$ cat src/rtl/inst_encoder_loader.sv
// Packs decoded instruction fields into 32-bit words and streams them, with
// sequential addresses, to an instruction-memory write port through a small FIFO.
module inst_encoder_loader #(
  parameter int ADDR_W     = 8,
  parameter int FIFO_DEPTH = 4,
  parameter int BASE_ADDR  = 0
) (
  input  logic              clk,
  input  logic              rst_n,
  input  logic              start,
  input  logic              in_valid,
  output logic              in_ready,
  input  logic [11:0]       in_ctrl,
  input  logic [4:0]        in_rd,
  input  logic [4:0]        in_rs,
  input  logic [4:0]        in_rt,
  input  logic [4:0]        in_shift,
  input  logic [31:0]       in_imm,
  input  logic              in_last,
  output logic              out_valid,
  input  logic              out_ready,
  output logic [31:0]       out_inst,
  output logic [ADDR_W-1:0] out_addr,
  output logic              busy,
  output logic              done,
  output logic              err,
  output logic [7:0]        err_count,
  output logic [ADDR_W:0]   inst_count
);

  localparam logic [ADDR_W-1:0] BASE    = ADDR_W'(BASE_ADDR);
  localparam int                PTR_W   = $clog2(FIFO_DEPTH);
  localparam int                CNT_W   = PTR_W + 1;
  localparam logic [CNT_W-1:0]  DEPTH_C = CNT_W'(FIFO_DEPTH);

  typedef enum logic [1:0] {
    S_IDLE,
    S_LOAD,
    S_DRAIN,
    S_DONE
  } state_e;

  function automatic logic [31:0] encode(
    input logic [11:0] ctrl,
    input logic [4:0]  rd,
    input logic [4:0]  rs,
    input logic [4:0]  rt,
    input logic [4:0]  sh,
    input logic [31:0] imm
  );
    if (ctrl[11:6] == 6'd0) begin
      return {6'd0, rd, rs, rt, sh, ctrl[5:0]};
    end
    return {ctrl[11:6], rd, rs, imm[15:0]};
  endfunction

  // I-type sets must carry a zero FUNC and an immediate that fits in 16 signed bits.
  function automatic logic is_legal(input logic [11:0] ctrl, input logic [31:0] imm);
    if (ctrl[11:6] == 6'd0) begin
      return 1'b1;
    end
    return (ctrl[5:0] == 6'd0) && (imm[31:16] == {16{imm[15]}});
  endfunction

  state_e            state_q, state_d;
  logic [31:0]       mem_q [FIFO_DEPTH];
  logic [PTR_W-1:0]  wr_ptr_q, rd_ptr_q, rd_ptr_nxt;
  logic [CNT_W-1:0]  count_q, count_d, remain;
  logic              out_valid_q, out_valid_d;
  logic [31:0]       out_inst_q, out_inst_d;
  logic [ADDR_W-1:0] addr_q, addr_d;
  logic [ADDR_W:0]   inst_cnt_q, inst_cnt_d;
  logic [7:0]        err_cnt_q, err_cnt_d;
  logic              err_q, err_d;

  logic        accept, legal, push, pop;
  logic [31:0] enc_word;

  assign enc_word = encode(in_ctrl, in_rd, in_rs, in_rt, in_shift, in_imm);
  assign legal    = is_legal(in_ctrl, in_imm);
  assign in_ready = (state_q == S_LOAD) && (count_q < DEPTH_C);
  assign accept   = in_valid && in_ready;
  assign push     = accept && legal;
  assign pop      = out_valid_q && out_ready;

  always_comb begin
    state_d = state_q;
    case (state_q)
      S_IDLE:  if (start) state_d = S_LOAD;
      S_LOAD:  if (accept && in_last) state_d = S_DRAIN;
      S_DRAIN: if ((count_q == '0) && !out_valid_q) state_d = S_DONE;
      S_DONE:  state_d = S_IDLE;
      default: state_d = S_IDLE;
    endcase
  end

  // count_q includes the head entry; the head register only reloads from
  // entries written on an earlier edge, which gives the one-cycle latency.
  always_comb begin
    rd_ptr_nxt  = rd_ptr_q + PTR_W'(pop);
    count_d     = count_q + CNT_W'(push) - CNT_W'(pop);
    remain      = count_q - CNT_W'(pop);
    out_valid_d = out_valid_q;
    out_inst_d  = out_inst_q;
    if (!out_valid_q || pop) begin
      out_valid_d = (remain != '0);
      if (remain != '0) begin
        out_inst_d = mem_q[rd_ptr_nxt];
      end
    end
  end

  always_comb begin
    addr_d     = addr_q;
    inst_cnt_d = inst_cnt_q;
    err_cnt_d  = err_cnt_q;
    err_d      = accept && !legal;
    if ((state_q == S_IDLE) && start) begin
      addr_d     = BASE;
      inst_cnt_d = '0;
      err_cnt_d  = '0;
    end else begin
      if (pop) begin
        addr_d     = addr_q + ADDR_W'(1);
        inst_cnt_d = inst_cnt_q + (ADDR_W + 1)'(1);
      end
      if (accept && !legal && (err_cnt_q != 8'hFF)) begin
        err_cnt_d = err_cnt_q + 8'd1;
      end
    end
  end

  always_ff @(posedge clk or negedge rst_n) begin
    if (!rst_n) begin
      state_q     <= S_IDLE;
      wr_ptr_q    <= '0;
      rd_ptr_q    <= '0;
      count_q     <= '0;
      out_valid_q <= 1'b0;
      out_inst_q  <= '0;
      addr_q      <= BASE;
      inst_cnt_q  <= '0;
      err_cnt_q   <= '0;
      err_q       <= 1'b0;
    end else begin
      state_q     <= state_d;
      wr_ptr_q    <= wr_ptr_q + PTR_W'(push);
      rd_ptr_q    <= rd_ptr_nxt;
      count_q     <= count_d;
      out_valid_q <= out_valid_d;
      out_inst_q  <= out_inst_d;
      addr_q      <= addr_d;
      inst_cnt_q  <= inst_cnt_d;
      err_cnt_q   <= err_cnt_d;
      err_q       <= err_d;
    end
  end

  always_ff @(posedge clk) begin
    if (push) begin
      mem_q[wr_ptr_q] <= enc_word;
    end
  end

  assign out_valid  = out_valid_q;
  assign out_inst   = out_inst_q;
  assign out_addr   = addr_q;
  assign busy       = (state_q != S_IDLE);
  assign done       = (state_q == S_DONE);
  assign err        = err_q;
  assign err_count  = err_cnt_q;
  assign inst_count = inst_cnt_q;

endmodule

$ cat config.mk
export PLATFORM = sky130hd
export DESIGN_NAME = inst_encoder_loader
export DESIGN_NICKNAME = d
export VERILOG_FILES = /design/src/rtl/inst_encoder_loader.sv
export SDC_FILE = /design/constraint.sdc
export NUM_CORES = 1
export LEC_CHECK = 0
export ABC_AREA = 1
export BUFFER_PORTS_ARGS = -buffer_cell sky130_fd_sc_hd__buf_4
export CELL_PAD_IN_SITES_DETAIL_PLACEMENT = 1
export CELL_PAD_IN_SITES_GLOBAL_PLACEMENT = 1
export CORE_ASPECT_RATIO = 1.1
export CORE_UTILIZATION = 44
export CTS_BUF_LIST = sky130_fd_sc_hd__clkbuf_8 sky130_fd_sc_hd__clkbuf_16
export CTS_CLUSTER_DIAMETER = 100
export DETAILED_ROUTE_END_ITERATION = 10
export PLACE_DENSITY = 0.76
export SETUP_SLACK_MARGIN = 0.2
export SLEW_MARGIN = 20
export SYNTH_ARGS = -nofsm -noshare
export SYNTH_HDL_FRONTEND = slang
export SYNTH_SLANG_ARGS = --single-unit
$ cat constraint.sdc
create_clock -name clk -period 3.25 [get_ports clk]
set_input_delay 0.325 -clock clk [delete_from_list [all_inputs] [get_ports clk]]
set_output_delay 0.325 -clock clk [all_outputs]
set_load 0.02 [all_outputs]
==> flow_metrics.tcl, run 1 <==
set metrics [dict create \
    hpwlAfterDp_mm 14.0 \
    slew_headroom 0.349 \
    syn-instance-count 781 \
    tns_ns 0 \
    die_w_um 134 \
    yosysSeqAreaShare 0.661 \
    grt_first_pass_wirelength_mm 34.4 \
    die_area_mm2 0.0196 \
    final_cell_mix "159 x nor2_1, 139 x buf_4, 128 x nand2_1, 128 x edfxtp_1, 68 x dfrtp_1" \
    clock_path_buffers 2 \
    yosys_register_bits 196 \
    r2r-start "state_q[1]$_DFFE_PN0P_" \
    worst_slew_pin_slew_ns 0.977 \
    r2r_cells 14 \
    synth_ff_type "edfxtp_1" \
    crit_type "flip-flop to flip-flop" \
    synthMuxAreaShare 0.0165 \
    initial_core_util 0.453 \
    n_antenna_cell 0 \
    cts_resized 0 \
    syn_area_per_cell_um2 10.7 \
    core_mm2 0.0185 \
    rsz0062_at_grt "no" \
    outcome "complete, no violations" \
    placed_area_mm2 0.00970 \
    fin_crit_ns 2.65 \
    setup.worst_path.end_class "flip-flop" \
    mostFrequentLayoutCell "nor2_1" \
    cp_max_fo 4 \
    synth_edf_count 128 \
    clock_latency_ns 0.44 \
    synth_xor_area_frac 0.0125 \
    combinationalPowerShare 0.398 \
    reg2reg_to "count_q[2]$_DFF_PN0_" \
    drv_cap 0 \
    port_buffers 131 \
    final_layout_size_suffix_gt1_frac 0.227 \
    sw_frac_of_total 0.393 \
    crit_arrival_ns 3.01 \
    syn_to_final_growth_pct 22.5 \
    first_pass_iters 4 \
    num_io_pins 132 \
    cts_buffers 17 \
    final_area_mm2 0.0103 \
    cts.sinks 196 \
    p_switching_mw 3.47 \
    worst_ep_required_time_ns 3.60 \
    final_antenna_net_count 0 \
    grt_max_degree 69 \
    synth_top_family_by_area "simple AND/OR/NAND/NOR gates" \
    grt_usage 0.229 \
    synth_compound_area_frac 0.0784 \
    routabilityCongestion 0.816 \
    syn-num-nets 865 \
    wl_per_cell_um 18.1 \
    clkPwrFrac 0.232 \
    holdBufCountCts 0 \
    via_count 6087 \
    period_share 0.816 \
    viasPerCell 5.24 \
    drtIter0Drc 318 \
    post-cts-setup-buffers 0 \
    cts-root-buf "clkbuf_16" \
    die_h_um 147 \
    cts_tree "built" \
    powerDensity_mw_per_mm2 859 \
    path_clk_slew_ns 0.07 \
    startpoint "state_q[1]$_DFFE_PN0P_" \
    sequentialPowerShare 0.371 \
    final_hold_viol_count 0 \
    grt_overflow 0 \
    synth_warnings 0 \
    grt_pass1_vias 6651 \
    fmax_mhz 377 \
    hp-class "input port to async pin" \
    critPathLaunchType "flip-flop" \
    p_leak_nw 4.39 \
    htree_levels 4 \
    yosys.area_share.simple 0.170 \
    synth_adder_area_share 0.0218 \
    final_nets 990 \
    endpoint "count_q[2]$_DFF_PN0_" \
    setup_viol 0 \
    async_flop_share 0.347 \
    vdd_drop_max_mv 0.547 \
    regToRegSetupSlack_ns 0.60 \
    yosysUniqueCellTypes 42 \
    fp-row-count 52 \
    drv_slew 0 \
    drc 0 \
    intPower_mw 5.36 \
    synth_area_mm2 0.00839 \
    antenna_found_initial 0 \
    skew_ns 0.0150 \
    drt-total-wl_mm 21.1 \
]
==> critical path: stages (launching register included) <==
cell and delay [ns]:
dfrtp_1 0.41, inv_1 0.12, ha_1 0.17, inv_1 0.05, nor2_1 0.14, nand2_1 0.17, a21oi_4 0.20, inv_2 0.05
ha_1 0.28, inv_1 0.07, ha_1 0.14, inv_1 0.05, fa_1 0.38, xnor2_1 0.21, xor2_1 0.16
==> sequential cells by signal, summed over array words and instances, names as in the netlist <==
register,cells
rd_ptr_q,2
inst_count,9
wr_ptr_q,2
out_addr,8
err_count,8
mem_q,128
out_valid,1
state_q,2
err,1
out_inst,32
count_q,3
==> cell type report <==
cell class,instances,area [µm²]
inverter,47,176
fill,2046,8260
multi-input combinational,501,2550
tap,243,304
clock inverter,10,63.8
clock buffer,22,517
timing repair buffer,143,1120
sequential,196,5550
==> power groups by stage <==
stage	clock, mW	sequential (mW)	combinational [mW]
final	2.05	3.27	3.51
after floorplan	0	3.60	1.93
after global placement	0	3.31	3.35
after detailed placement	0	3.33	3.55
after global routing	2.17	3.32	3.96
after CTS	2.08	3.28	3.60
==> worst min path at each step <==
stage / from / endpoint / cells after the start / slack (ns)
global route: in_rd[1] / mem_q[1][22]$_DFFE_PP_ / 1 / 0.08
CTS: rst_n / out_inst[23]$_DFFE_PN0P_ / 1 / 0.08
global placement: out_inst[26]$_DFFE_PN0P_ / out_inst[26]$_DFFE_PN0P_ / 2 / 0.47
floorplan: rst_n / count_q[0]$_DFF_PN0_ / 0 / 0.03
detailed placement: out_inst[28]$_DFFE_PN0P_ / out_inst[28]$_DFFE_PN0P_ / 2 / 0.48
finish: rst_n / out_inst[23]$_DFFE_PN0P_ / 1 / 0.04
==> Yosys cell counts (4+ instances only) <==
library cell | instances | area, µm²
a21oi_1 | 10 | 50.1
buf_2 | 11 | 55.1
clkbuf_1 | 21 | 78.8
dfrtp_1 | 68 | 1700
edfxtp_1 | 128 | 3840
ha_1 | 13 | 163
inv_1 | 35 | 131
inv_2 | 10 | 37.5
mux2_4 | 7 | 105
nand2_1 | 129 | 484
nand3_1 | 18 | 90.1
nand4_1 | 5 | 31.3
nor2_1 | 163 | 612
nor3_1 | 5 | 25.0
o21ai_0 | 66 | 330
o21ai_1 | 46 | 230
xnor2_1 | 4 | 35.0
xor2_1 | 8 | 70.1
==> routing by layer <==
layer	global-route usage	vias to the layer above	part of all wire
li1	-	2872	-
met5	0	-	0
met4	0.0778	0	0.019
met2	0.418	133	0.53
met3	0.0383	24	0.036
met1	0.270	3058	0.41
==> stage by stage <==
stage	hold slack (ns)	worst slack (ns)	power, mW	cells	util
floorplan	0.0294	0.00564	5.53	781	-
global placement	0.473	0.676	6.65	1130	0.523
detailed placement	0.480	0.514	6.88	1130	0.523
CTS	0.0800	0.586	8.96	1162	0.554
global route	0.0783	0.417	9.45	1162	0.554
finish	0.0405	0.599	8.83	1162	0.554
==> cell families (layout without fill, tap and decap cells) <==
group / count (synthesis) / in the layout
XOR/XNOR: 12 / 12
AND/OR/NAND/NOR: 338 / 338
buffers and inverters: 84 / 222
multiplexers: 10 / 10
AO/OA/AOI/OAI: 127 / 127
adder cells (fa/ha/maj): 14 / 14
flip-flops: 196 / 196
Power figures use the tool's default switching activity.
==> inputs of run 2 (changes only) <==
--- a/config.mk
+++ b/config.mk
@@ -5,12 +5,12 @@
 export SDC_FILE = /design/constraint.sdc
 export NUM_CORES = 1
 export LEC_CHECK = 0
-export ABC_AREA = 1
+export ABC_AREA = 0
 export BUFFER_PORTS_ARGS = -buffer_cell sky130_fd_sc_hd__buf_4
 export CELL_PAD_IN_SITES_DETAIL_PLACEMENT = 1
 export CELL_PAD_IN_SITES_GLOBAL_PLACEMENT = 1
 export CORE_ASPECT_RATIO = 1.1
-export CORE_UTILIZATION = 44
+export CORE_UTILIZATION = 47
 export CTS_BUF_LIST = sky130_fd_sc_hd__clkbuf_8 sky130_fd_sc_hd__clkbuf_16
 export CTS_CLUSTER_DIAMETER = 100
 export DETAILED_ROUTE_END_ITERATION = 10
==> constraint.sdc (replaced) <==
create_clock -name clk -period 2.7 [get_ports clk]
set_input_delay 0.27 -clock clk [delete_from_list [all_inputs] [get_ports clk]]
set_output_delay 0.27 -clock clk [all_outputs]
set_load 0.02 [all_outputs]
==> run 2 against run 1 <==
Effect of this change: the run now ends with hold timing left; final cell count shrank 28%; cell area shrank 1.8%; wire length shrank 14%; sequential share of layout area grew 1.0 points; clock skew shrank 0.0043 ns; clock power grew 24%; flip-flop and latch count is the same; critical path type unchanged; utilization grew 5.8 points; maximum frequency grew 11%; die area shrank 11%; clock-buffer cell count shrank 3; register-to-register slack lost 0.28 ns.
==> flow_metrics.tcl, run 2 <==
set metrics [dict create \
    viasPerCell 5.61 \
    die_h_um 139 \
    routabilityCongestion 0.725 \
    synthTopCellsByArea "edfxtp_1 48%, dfrtp_1 21%, mux4_2 9.0%" \
    synthTopCellsByCount "128 x edfxtp_1, 68 x dfrtp_1, 46 x mux2_2" \
    cp_max_fo 4 \
    clock_path_buffers 2 \
    place_ws_ns -0.149 \
    largest_register_ffs 128 \
    synth_edf_count 128 \
    drc 0 \
    synth_ff_type "edfxtp_1" \
    grt_pass1_vias 5188 \
    via_count 4661 \
    violations "hold timing" \
    initial_core_util 0.486 \
    reg2reg_to "count_q[2]$_DFF_PN0_" \
    drv_slew 0 \
    hpwlAfterDp_mm 11.7 \
    drtIter0Drc 201 \
    grt_max_degree 69 \
    holdWs_ns -0.0116 \
    num_io_pins 132 \
    yosysTopAreaCell "edfxtp_1" \
    synth_warnings 0 \
    r2r-start "state_q[1]$_DFFE_PN0P_" \
    core_mm2 0.0165 \
    yosys_register_bits 196 \
    final_nets 698 \
    drv_cap 0 \
    hp-class "input port to async pin" \
    final_hold_viol_count 16 \
    worst_ep_required_time_ns 3.01 \
    worst_slack_ns 0.318 \
    wl_per_cell_um 21.8 \
    syn-num-nets 551 \
    drt-total-wl_mm 18.2 \
    syn_area_per_cell_um2 17.1 \
    setup.worst_path.end_class "flip-flop" \
    final_area_mm2 0.0101 \
    clock_latency_ns 0.43 \
    rsz0062_at_grt "no" \
    async_flop_share 0.347 \
    fin_crit_ns 2.38 \
    cp_slowest_cell "dfrtp_1" \
    die_w_um 126 \
    crit_type "flip-flop to flip-flop" \
    final_antenna_net_count 0 \
    yosysUniqueCellTypes 41 \
    htree_levels 4 \
    final_core_util 0.612 \
    r2r_cells 12 \
    fmax_mhz 420 \
    port_buffers 131 \
    slew_headroom 0.335 \
    skew_ns 0.0107 \
    period_share 0.882 \
    grt_overflow 0 \
    syn-instance-count 467 \
    path_cells "inv_2, ha_1, nor2b_4, nand2_2, a21o_4, ha_1, inv_1, ha_1, inv_1, fa_2, xnor2_2, xnor2_1" \
    regMostFlops "mem_q" \
    p_leak_nw 3.91 \
    final_cell_mix "139 x buf_4, 128 x edfxtp_1, 68 x dfrtp_1" \
    critPathLaunchType "flip-flop" \
    mostFrequentLayoutCell "buf_4" \
    die_area_mm2 0.0176 \
    placed_area_mm2 0.00947 \
    outcome "finished, violations left" \
    syn_to_final_growth_pct 26.1 \
    path_clk_slew_ns 0.07 \
    fp-row-count 49 \
    crit_arrival_ns 2.69 \
    first_pass_iters 4 \
    cts-root-buf "clkbuf_16" \
    cts.sinks 196 \
    worst_slew_pin_slew_ns 0.998 \
    yosysSeqAreaShare 0.693 \
    synth_area_mm2 0.00801 \
    crit_buf_inv 3 \
    final_layout_size_suffix_gt1_frac 0.442 \
    slowest_delay_ns 0.41 \
    grt_usage 0.220 \
    cts_tree "built" \
    fill_cells 1476 \
    regToRegSetupSlack_ns 0.32 \
    cp_top_family "adder cells" \
    grt_first_pass_wirelength_mm 28.6 \
    yosys.area.top_type_share 0.480 \
    n_antenna_cell 0 \
    vdd_drop_max_mv 0.527 \
    setup_viol 0 \
    cts_buffers 17 \
    critPathMostFrequentCell "ha_1" \
    antenna_found_initial 0 \
    yosysMostFrequentCell "edfxtp_1" \
    powerDensity_mw_per_mm2 996 \
]
==> run 2: cell type report <==
cell class              count  area, µm²  share of cell area
flip-flops and latches    196       5550               0.549
inverters                  11       42.5             0.00421
clock inverters            13        145              0.0144
repair buffers            150       1260               0.125
clock buffers              19        453              0.0449
multi-input cells         238       2390               0.237
well taps                 204        255              0.0253
==> run 2: kinds of logic (layout without fill, tap and decap cells) <==
group / count (synthesis) / count (layout) / share of synthesized area
buffers and inverters: 33 / 193 / 0.0177
and+or+nand+nor: 93 / 93 / 0.0625
muxes: 83 / 83 / 0.161
adders and majority gates: 14 / 14 / 0.0228
AOI/OAI and AO/OA: 32 / 32 / 0.0258
xor gates and xnor gates: 16 / 16 / 0.0175
DFF: 196 / 196 / 0.693
==> run 2: timing repair <==
item,in CTS,in global routing
pin swaps,1,1
resized for setup,0,3
buffers inserted,0,2
gates cloned,0,0
hold endpoints to repair,0,0
endpoints found under the setup margin,1,3
hold buffers,0,0
==> run 2: worst max path at each step <==
stage	from	cells after the start	slack, ns	end
2_1_floorplan	out_valid$_DFFE_PN0N_	7	0.13	out_inst[0]$_DFFE_PN0P_
3_3_place_gp	in_ctrl[2]	12	-0.09	count_q[2]$_DFF_PN0_
3_5_place_dp	in_ctrl[2]	12	-0.15	count_q[2]$_DFF_PN0_
4_1_cts	state_q[1]$_DFFE_PN0P_	12	0.22	count_q[2]$_DFF_PN0_
5_1_grt	state_q[1]$_DFFE_PN0P_	12	0.19	count_q[2]$_DFF_PN0_
6_report	state_q[1]$_DFFE_PN0P_	12	0.32	count_q[2]$_DFF_PN0_
==> run 2: where the power goes <==
part / total [mW] / internal (mW) / switching, mW
combinational: 3.56 / 1.84 / 1.72
sequential: 3.94 / 3.60 / 0.340
clock: 2.55 / 1.43 / 1.12
==> run 2: stage by stage <==
stage                     TNS [ns]  std cells  total power [mW]
after floorplan                  0        467              6.18
after global placement     -0.0876        797              7.36
after detailed placement    -0.149        797              7.55
after CTS                        0        829              10.1
after global routing             0        831              10.5
final                            0        831              10.1
==> run 2: metal layers <==
metal | track usage | part of all wire | wire length, µm
met3 | 0.0378 | 0.031 | 565
met1 | 0.264 | 0.41 | 7400
met2 | 0.402 | 0.55 | 9960
met5 | 0 | 0 | 0
met4 | 0.0704 | 0.012 | 225
==> inputs of run 3 (changes only) <==
--- a/config.mk
+++ b/config.mk
@@ -14,6 +14,7 @@
 export CTS_BUF_LIST = sky130_fd_sc_hd__clkbuf_8 sky130_fd_sc_hd__clkbuf_16
 export CTS_CLUSTER_DIAMETER = 100
 export DETAILED_ROUTE_END_ITERATION = 10
+export MAX_ROUTING_LAYER = met4
 export PLACE_DENSITY = 0.76
 export SETUP_SLACK_MARGIN = 0.2
 export SLEW_MARGIN = 20
==> run 3 against run 2 <==
Effect of this change: the run still ends with hold timing left; utilization unchanged; final cell count unchanged; first-iteration DRC count increased by 8.0%; worst setup slack improved by 0.0012 ns; combinational power about the same; flip-flop and latch count unchanged; highest routed layer unchanged.
==> flow_metrics.tcl, run 3 (synthesized netlist as in run 2, its figures left out) <==
set metrics [dict create \
    outcome "finished, violations left" \
    violations "hold timing" \
    n_antenna_cell 0 \
    slew_headroom 0.352 \
    p_leak_nw 3.91 \
    syn_to_final_growth_pct 26.1 \
    setup_viol 0 \
    core_mm2 0.0165 \
    crit_type "flip-flop to flip-flop" \
    vdd_drop_max_mv 0.527 \
    via_count 4683 \
    htree_levels 4 \
    cts.sinks 196 \
    r2r-start "state_q[1]$_DFFE_PN0P_" \
    regArea_mm2 0.00555 \
    r2r_cells 12 \
    critPathLaunchType "flip-flop" \
    worst_slack_ns 0.319 \
    drt-total-wl_mm 18.1 \
    wl_per_cell_um 21.8 \
    num_io_pins 132 \
    cp_max_fo 4 \
    routabilityCongestion 0.743 \
    grt_overflow 0 \
    final_cell_mix "139 x buf_4, 128 x edfxtp_1, 68 x dfrtp_1" \
    drtIter0Drc 217 \
    port_buffers 131 \
    grt_use_met1 0.262 \
    multi_input_comb_area_mm2 0.00239 \
    die_w_um 126 \
    grt_busiest_layer "met2" \
    drv_cap 0 \
    hpwlAfterDp_mm 11.7 \
    grt_first_pass_wirelength_mm 28.6 \
    die_h_um 139 \
    viasPerCell 5.64 \
    fin_crit_ns 2.38 \
    worst_slew_pin_slew_ns 0.971 \
    powerDensity_mw_per_mm2 996 \
    first_pass_iters 5 \
    fp-row-count 49 \
    place_ws_ns -0.149 \
    clock_latency_ns 0.43 \
    use_met2 0.404 \
    antenna_found_initial 0 \
    die_area_mm2 0.0176 \
    grt_pass1_vias 5192 \
    initial_core_util 0.486 \
    reg2reg_to "count_q[2]$_DFF_PN0_" \
    regToRegSetupSlack_ns 0.32 \
    met3_usage 0.0363 \
    cts_tree "built" \
    drc 0 \
    final_antenna_net_count 0 \
    cts_buffers 17 \
    drv_slew 0 \
    holdWs_ns -0.0209 \
    fmax_mhz 420 \
    skew_ns 0.0109 \
    hp-class "input port to async pin" \
    holdBufCountCts 0 \
    dp.cells 797 \
    largest_register_ffs 128 \
    fill_cells 1476 \
    regMostFlops "mem_q" \
    crit_arrival_ns 2.69 \
    cts-root-buf "clkbuf_16" \
    path_clk_slew_ns 0.07 \
    worst_ep_required_time_ns 3.01 \
    grt_max_degree 69 \
    mostFrequentLayoutCell "buf_4" \
    layoutNonFillerInstCount 831 \
    final_nets 698 \
    grt_usage 0.227 \
    setup.worst_path.end_class "flip-flop" \
    rsz0062_at_grt "no" \
    period_share 0.882 \
    final_layout_size_suffix_gt1_frac 0.442 \
    clock_path_buffers 2 \
    final_hold_viol_count 18 \
]
## run 3: what timing repair did
item                                    4_1_cts  5_1_grt
endpoints found under the setup margin        1        3
buffers inserted                              0        2
pin swaps                                     1        1
hold endpoints to repair                      0        0
gates resized for setup                       0        3
## run 3: worst max-delay path, cell delays in order (launching register included)
cell and delay [ns]:
dfrtp_1 0.41, inv_2 0.09, ha_1 0.17, nor2b_4 0.17, nand2_2 0.10, a21o_4 0.19, ha_1 0.27, inv_1 0.06
ha_1 0.13, inv_1 0.05, fa_2 0.35, xnor2_2 0.14, xnor2_1 0.12
## run 3: how the worst max path moves through the flow
| stage | slack [ns] | to | start | cells after the start |
|---|---|---|---|---|
| final | 0.32 | count_q[2]$_DFF_PN0_ | state_q[1]$_DFFE_PN0P_ | 12 |
| after floorplan | 0.13 | out_inst[0]$_DFFE_PN0P_ | out_valid$_DFFE_PN0N_ | 7 |
| after global placement | -0.09 | count_q[2]$_DFF_PN0_ | in_ctrl[2] | 12 |
| after CTS | 0.22 | count_q[2]$_DFF_PN0_ | state_q[1]$_DFFE_PN0P_ | 12 |
| after detailed placement | -0.15 | count_q[2]$_DFF_PN0_ | in_ctrl[2] | 12 |
| after global routing | 0.19 | count_q[2]$_DFF_PN0_ | state_q[1]$_DFFE_PN0P_ | 12 |
## run 3: layer usage
layer,vias to the layer above,routed length (µm)
met5,-,0
met1,2468,7320
li1,2091,-
met4,0,215
met2,107,10000
met3,17,548
## run 3: area by class of cell
class	count	share of cell area
Sequential cell	196	0.549
Multi-Input combinational cell	238	0.237
Timing Repair Buffer	150	0.125
Inverter	11	0.00421
Tap cell	204	0.0253
Clock inverter	13	0.0144
Clock buffer	19	0.0449
## run 3: power breakdown
group / internal, mW / switching, mW
sequential: 3.60 / 0.339
combinational: 1.84 / 1.72
clock: 1.43 / 1.12
## run 3: metrics by stage
stage / instance area (µm²) / hold slack (ns) / TNS [ns] / util / total power, mW
final: 10100 / -0.0209 / 0 / 0.612 / 10.1
after CTS: 10100 / 0.0269 / 0 / 0.611 / 10.1
after detailed placement: 9470 / 0.477 / -0.149 / 0.574 / 7.55
after global placement: 9470 / 0.470 / -0.0876 / 0.574 / 7.36
after global routing: 10100 / 0.0289 / 0 / 0.612 / 10.5
after floorplan: 8040 / -0.0256 / 0 / - / 6.18
